==> config.mk <==
export PLATFORM = sky130hd
export DESIGN_NAME = dvi_timing_gen
export DESIGN_NICKNAME = d
export VERILOG_FILES = /design/src/rtl/dvi_timing_gen.sv
export SDC_FILE = /design/constraint.sdc
export NUM_CORES = 1
export LEC_CHECK = 0
export CAP_MARGIN = 0
export CORE_ASPECT_RATIO = 1.1
export CORE_MARGIN = 1.5
export CORE_UTILIZATION = 50
export DETAILED_ROUTE_END_ITERATION = 8
export PLACE_DENSITY = 0.9
export SLEW_MARGIN = 0
export SYNTH_ARGS = -nofsm -noshare
export SYNTH_HDL_FRONTEND = slang
export SYNTH_SLANG_ARGS = --single-unit
==> constraint.sdc <==
create_clock -name clock -period 4.7 [get_ports clock]
set_input_delay 0.94 -clock clock [delete_from_list [all_inputs] [get_ports clock]]
set_output_delay 0.94 -clock clock [all_outputs]
set_load 0.02 [all_outputs]
==> src/rtl/dvi_timing_gen.sv <==
// dvi_timing_gen: raster timing generator that pulls pixels from a ready/valid source during active video
// and drives registered DVI-style sync, data enable and pixel data.
module dvi_timing_gen #(
  parameter int H_ACTIVE = 800,
  parameter int H_FP = 40,
  parameter int H_SYNC = 128,
  parameter int H_BP = 88,
  parameter int V_ACTIVE = 600,
  parameter int V_FP = 1,
  parameter int V_SYNC = 4,
  parameter int V_BP = 23,
  parameter bit SYNC_POL = 1'b1,
  parameter logic [23:0] FILL_COLOR = 24'h000000
) (
  input  logic        clock,
  input  logic        reset,
  input  logic [23:0] Video,
  input  logic        VideoValid,
  output logic        VideoReady,
  output logic [23:0] DVIData,
  output logic        DVIDE,
  output logic        DVIHSync,
  output logic        DVIVSync,
  output logic        FrameStart,
  output logic        Underflow
);
  localparam int H_TOTAL = H_ACTIVE + H_FP + H_SYNC + H_BP;
  localparam int V_TOTAL = V_ACTIVE + V_FP + V_SYNC + V_BP;
  localparam int HW = $clog2(H_TOTAL);
  localparam int VW = $clog2(V_TOTAL);
  localparam logic [HW-1:0] H_ACT = HW'(H_ACTIVE);
  localparam logic [HW-1:0] H_SYNC_START = HW'(H_ACTIVE + H_FP);
  localparam logic [HW-1:0] H_SYNC_END = HW'(H_ACTIVE + H_FP + H_SYNC);
  localparam logic [HW-1:0] H_LAST = HW'(H_TOTAL - 1);
  localparam logic [VW-1:0] V_ACT = VW'(V_ACTIVE);
  localparam logic [VW-1:0] V_SYNC_START = VW'(V_ACTIVE + V_FP);
  localparam logic [VW-1:0] V_SYNC_END = VW'(V_ACTIVE + V_FP + V_SYNC);
  localparam logic [VW-1:0] V_LAST = VW'(V_TOTAL - 1);
  logic [HW-1:0] hCount;
  logic [VW-1:0] vCount;
  logic active, hWrap, vWrap, hSyncOn, vSyncOn;
  always_comb begin
    active = (hCount < H_ACT) && (vCount < V_ACT);
    hWrap = hCount == H_LAST;
    vWrap = vCount == V_LAST;
    hSyncOn = (hCount >= H_SYNC_START) && (hCount < H_SYNC_END);
    vSyncOn = (vCount >= V_SYNC_START) && (vCount < V_SYNC_END);
    VideoReady = active && !reset;
  end
  // A missing pixel is filled but not skipped, so the stream stays count-aligned rather than position-aligned.
  always_ff @(posedge clock) begin
    if (reset) begin
      hCount <= '0;
      vCount <= '0;
      DVIData <= '0;
      DVIDE <= 1'b0;
      DVIHSync <= !SYNC_POL;
      DVIVSync <= !SYNC_POL;
      FrameStart <= 1'b0;
      Underflow <= 1'b0;
    end else begin
      hCount <= hWrap ? '0 : hCount + HW'(1);
      vCount <= hWrap ? (vWrap ? '0 : vCount + VW'(1)) : vCount;
      DVIData <= !active ? '0 : VideoValid ? Video : FILL_COLOR;
      DVIDE <= active;
      DVIHSync <= hSyncOn ? SYNC_POL : !SYNC_POL;
      DVIVSync <= vSyncOn ? SYNC_POL : !SYNC_POL;
      FrameStart <= (hCount == '0) && (vCount == '0);
      Underflow <= Underflow | (active && !VideoValid);
    end
  end
endmodule

* Word-level counts from Yosys, hierarchy flattened
Cells that the tools add are included.
Word-level totals: input port bits 27, flip-flop bits (word level) 50
Operators by class: reduce and logical (&&, ||, !) cells 12, mux-type cells 3, $lt $le $gt $ge 6, bitwise gates (word level) 3, add/sub/neg operators 2, equal/unequal tests 2
Operator list (count):
- < comparator 11 x 10 -> 1 bit (second input constant) | 2
- < comparator 10 bit (second input constant) | 2
- adder 11 x 1 -> 11 bit (second input constant) | 1
- equality test 11 bit (second input constant) | 1
- >= comparator 11 x 10 -> 1 bit (second input constant) | 1
- zero test 11 bit | 1
- adder 10 x 1 -> 10 bit (second input constant) | 1
- equality test 10 bit (second input constant) | 1
- >= comparator 10 bit (second input constant) | 1
- zero test 10 bit | 1
- 2-to-1 mux 10 bit | 1
- logical AND 1 bit | 6
- OR reduction 3 bit | 1
- zero test 1 bit | 2
- 2-to-1 mux 1 bit | 2
- NOT 1 bit | 2
- OR reduction 2 bit | 1
- OR 1 bit | 1

* Logic depth before layout (Yosys ltp)
depth in word-level cells 4, depth in mapped cells 7, gate-level depth less buffers 5

* Worst setup path before layout
OpenSTA, ideal clock, no wires.
kind input to output, start point input reset, end point output VideoReady, arrival time 1.777 ns, required time 3.760 ns, cell stages on the path 4, buffers on the path 1, path slack 1.983 ns, path through buf_2 > nor2_1 > o211ai_1 > a31oi_1
On the way: cells in the longest elaborated chain, start to end 2
Ends and longest elaborated chain:
- from (decl) | RTL line 16 | input logic reset,
- zero test 1 bit | RTL line 48 | VideoReady = active && !reset;
- logical AND 1 bit | RTL line 48
- to (decl) | RTL line 19 | output logic VideoReady,
Every way passes these cells.

* Worst setup path after layout
Same ends and word-level chain as after synthesis.

==> flow_results.xml <==
<?xml version="1.0" encoding="UTF-8"?>
<metrics>
  <group name="synthesis">
    <metric name="synthMuxAreaShare" unit="">0.00512</metric>
    <metric name="synth_area_per_cell" unit="um2">9.64</metric>
    <metric name="ys_ff_latch" unit="">50</metric>
    <metric name="synth_simple_gate_area_share" unit="">0.263</metric>
    <metric name="synth_top_family_by_area" unit="">simple AND/OR/NAND/NOR gates</metric>
    <metric name="postSynthCellCount" unit="">203</metric>
    <metric name="synth_xor_area_frac" unit="">0.0448</metric>
    <metric name="synth_area" unit="mm2">0.00196</metric>
    <metric name="synthesis.yosys.warnings" unit="">0</metric>
    <metric name="synth_sequential_area_ratio" unit="">0.512</metric>
    <metric name="synth_compound_gate_area_share" unit="">0.0972</metric>
    <metric name="async_reset_ff_frac" unit="">0</metric>
    <metric name="yosys.cell_types.count" unit="">40</metric>
    <metric name="adder_and_majority_gate_portion_of_the_synthesized_area" unit="">0.0320</metric>
    <metric name="dominantRegCellSynth" unit="">dfxtp_1</metric>
    <metric name="net_count_synth" unit="">235</metric>
    <metric name="synth_enable_flop_cells" unit="">0</metric>
  </group>
  <group name="finish">
    <metric name="synthToLayoutAreaGrowth" unit="%">34.7</metric>
    <metric name="area_of_combinational_cells_with_multiple_inputs" unit="um2">865</metric>
    <metric name="fill_cells" unit="">265</metric>
    <metric name="most-common-layout-cells" unit="">56 x clkdlybuf4s50_1, 50 x dfxtp_1, 25 x and2_1</metric>
    <metric name="seq_area" unit="mm2">0.00100</metric>
    <metric name="nets" unit="">290</metric>
    <metric name="drive_above_1_share" unit="">0.0502</metric>
    <metric name="antennaDiodeCount" unit="">0</metric>
    <metric name="layout_commonest_cell" unit="">clkdlybuf4s50_1</metric>
    <metric name="final_cells" unit="">309</metric>
  </group>
  <group name="grt">
    <metric name="initial_antenna_violation_count" unit="">0</metric>
    <metric name="globalRouteOverflowTotal" unit="">0</metric>
    <metric name="grt_max_degree" unit="">25</metric>
    <metric name="grt_first_pass_wirelength" unit="um">6580</metric>
    <metric name="vias_in_the_first_global_route" unit="">1410</metric>
    <metric name="grt_use_total" unit="">0.199</metric>
  </group>
  <group name="floorplan">
    <metric name="die_x" unit="um">62.7</metric>
    <metric name="die-area" unit="mm2">0.00430</metric>
    <metric name="die_h" unit="um">68.6</metric>
    <metric name="ioPinCount" unit="">57</metric>
    <metric name="core.rowCount" unit="">23</metric>
    <metric name="initial_utilization" unit="">0.531</metric>
    <metric name="core" unit="mm2">0.00368</metric>
  </group>
  <group name="placement">
    <metric name="place.detailed.instances" unit="">301</metric>
    <metric name="io_buffers" unit="">56</metric>
    <metric name="gp_routability_congestion" unit="">0.800</metric>
    <metric name="place_hpwl" unit="um">3000</metric>
  </group>
  <group name="hold_path">
    <metric name="tightest_hold_check_type" unit="">register to register</metric>
  </group>
  <group name="critical_path">
    <metric name="worst_path_dominant_cell_family" unit="">buffers and inverters</metric>
    <metric name="crit_chain" unit="">clkdlybuf4s50_1 &gt; nor2_1 &gt; o211ai_1 &gt; a31oi_1 &gt; clkdlybuf4s50_1</metric>
    <metric name="crit_slowest_cell" unit="">clkdlybuf4s50_1</metric>
    <metric name="critical_path.max_fanout" unit="">9</metric>
    <metric name="critical_path_arrival" unit="ns">2.74</metric>
    <metric name="critPathLaunchType" unit="">primary input</metric>
    <metric name="crit_required" unit="ns">3.76</metric>
    <metric name="crit_path_frequent_cell" unit="">clkdlybuf4s50_1</metric>
    <metric name="critPathBufInv" unit="">2</metric>
    <metric name="critical_path_sink_type" unit="">output pin</metric>
    <metric name="kind_of_critical_path" unit="">primary input to output pin</metric>
    <metric name="critical_path.max_stage_delay" unit="ns">0.65</metric>
  </group>
  <group name="timing">
    <metric name="timing.final.crit_share" unit="">0.783</metric>
    <metric name="grt_setup_unrepaired" unit="">no</metric>
    <metric name="setup_total_negative_slack" unit="ns">0</metric>
    <metric name="worst-slew-pin-transition" unit="ns">1.09</metric>
    <metric name="max_clock_freq" unit="GHz">0.272</metric>
    <metric name="timing_max_transition_violations_final" unit="">0</metric>
    <metric name="final.min_clock_period" unit="ns">3.68</metric>
    <metric name="relSlewSlack" unit="">0.270</metric>
    <metric name="timing.clock.skew" unit="ns">0.00332</metric>
    <metric name="final-hold-violation-count" unit="">0</metric>
    <metric name="finalSetupViolCount" unit="">0</metric>
  </group>
  <group name="clock_network">
    <metric name="post_cts_gate_resize_count" unit="">0</metric>
    <metric name="cts_tree" unit="">yes</metric>
    <metric name="path_clk_slew" unit="ns">0.09</metric>
    <metric name="root_buffer" unit="">clkbuf_8</metric>
    <metric name="postCtsHoldBufs" unit="">0</metric>
    <metric name="clock_tree.htree_level_count" unit="">2</metric>
    <metric name="cts.path.max_buffers" unit="">2</metric>
    <metric name="numClockSinks" unit="">50</metric>
    <metric name="cts_made_buffers" unit="">5</metric>
    <metric name="clk-insertion-delay-late" unit="ns">0.30</metric>
    <metric name="post_cts_buffers" unit="">0</metric>
  </group>
  <group name="detailed_routing">
    <metric name="route.vias.total" unit="">1597</metric>
    <metric name="wl_per_cell" unit="um">13.3</metric>
    <metric name="viasPerCell" unit="">5.17</metric>
    <metric name="drt_iter0_drc" unit="">79</metric>
    <metric name="drc" unit="">0</metric>
    <metric name="postRouteAntennaNets" unit="">0</metric>
    <metric name="dr.pass1.iters" unit="">4</metric>
    <metric name="routed_wl" unit="um">4110</metric>
  </group>
  <group name="power">
    <metric name="leak_pwr" unit="uW">0.000958</metric>
    <metric name="total_power" unit="uW">816</metric>
    <metric name="power_per_cell_area" unit="mW/mm2">310</metric>
    <metric name="vdd_drop_max" unit="V">0.000153</metric>
  </group>
  <group name="job">
    <metric name="maxCapViolCount" unit="">0</metric>
  </group>
  <group name="run_status">
    <metric name="status" unit="">finished clean</metric>
  </group>
</metrics>
==> report_power, final <==
group | internal (uW) | leakage [uW] | switching [uW]
sequential | 436 | 0.000408 | 5.52
clock | 159 | 0.0000514 | 137
combinational | 46.0 | 0.000498 | 32.9
==> Yosys cell counts (2+ instances only) <==
cell type | n | area share
xor2_1 | 4 | 0.018
clkbuf_2 | 2 | 0.0051
o31ai_1 | 4 | 0.015
or4_1 | 3 | 0.012
buf_6 | 2 | 0.012
nand2_1 | 12 | 0.023
o21ai_0 | 7 | 0.018
or3_1 | 5 | 0.016
buf_2 | 2 | 0.0051
nor3_1 | 3 | 0.0077
nand3_1 | 9 | 0.023
a31oi_1 | 3 | 0.0096
nor2_1 | 15 | 0.029
ha_1 | 5 | 0.032
nor4_1 | 3 | 0.0096
xnor2_1 | 6 | 0.027
and3_1 | 3 | 0.0096
dfxtp_1 | 50 | 0.51
nand4_1 | 2 | 0.0064
inv_1 | 10 | 0.019
a21oi_1 | 10 | 0.026
and2_1 | 25 | 0.080
==> metal layers <==
layer,vias to the layer above,GRT usage,wire length (um)
li1,800,-,-
met1,711,0.254,1920
met2,78,0.319,1800
met3,8,0.0519,326
met4,0,0.0944,70
met5,-,0,0
==> layout make-up <==
class / count / share of cell area
clock buffer: 6 / 0.0275
clock inverter: 2 / 0.0142
inverter: 10 / 0.0142
multi-input combinational: 135 / 0.328
sequential: 50 / 0.380
tap: 50 / 0.0237
timing repair buffer: 56 / 0.213
==> per-stage QoR <==
stage	setup slack, ns	area [um2]	hold slack [ns]	utilization
after global routing	0.870	2640	0.519	0.716
after CTS	1.04	2640	0.490	0.716
after detailed placement	1.04	2530	0.469	0.686
after global placement	1.07	2530	0.459	0.686
after floorplan	1.98	1960	0.441	-
final	1.02	2640	0.488	0.716
==> kinds of logic (layout without fill, tap and decap cells) <==
kind of cell               Yosys count  count (layout)
muxes                                1               1
DFF                                 50              50
buffers and inverters               18              74
AOI/OAI and AO/OA                   30              30
adders and majority gates            5               5
xor gates and xnor gates            10              10
and+or+nand+nor                     89              89
==> worst paths after layout <==
kind | from | endpoint | slack [ns] | depth (start not counted)
max | reset | VideoReady | 1.02 | 5
min reg2reg | hCount[0] | hCount[0] | 0.49 | 1
min | hCount[0] | hCount[0] | 0.49 | 1
max reg2reg | hCount[0] | vCount[9] | 2.69 | 5
==> registers in the layout, summed over array words and instances (netlist names) <==
| name | flops |
|---|---|
| DVIDE | 1 |
| DVIData | 24 |
| DVIHSync | 1 |
| DVIVSync | 1 |
| FrameStart | 1 |
| Underflow | 1 |
| hCount | 11 |
| vCount | 10 |
Power figures use the tool's default switching activity.
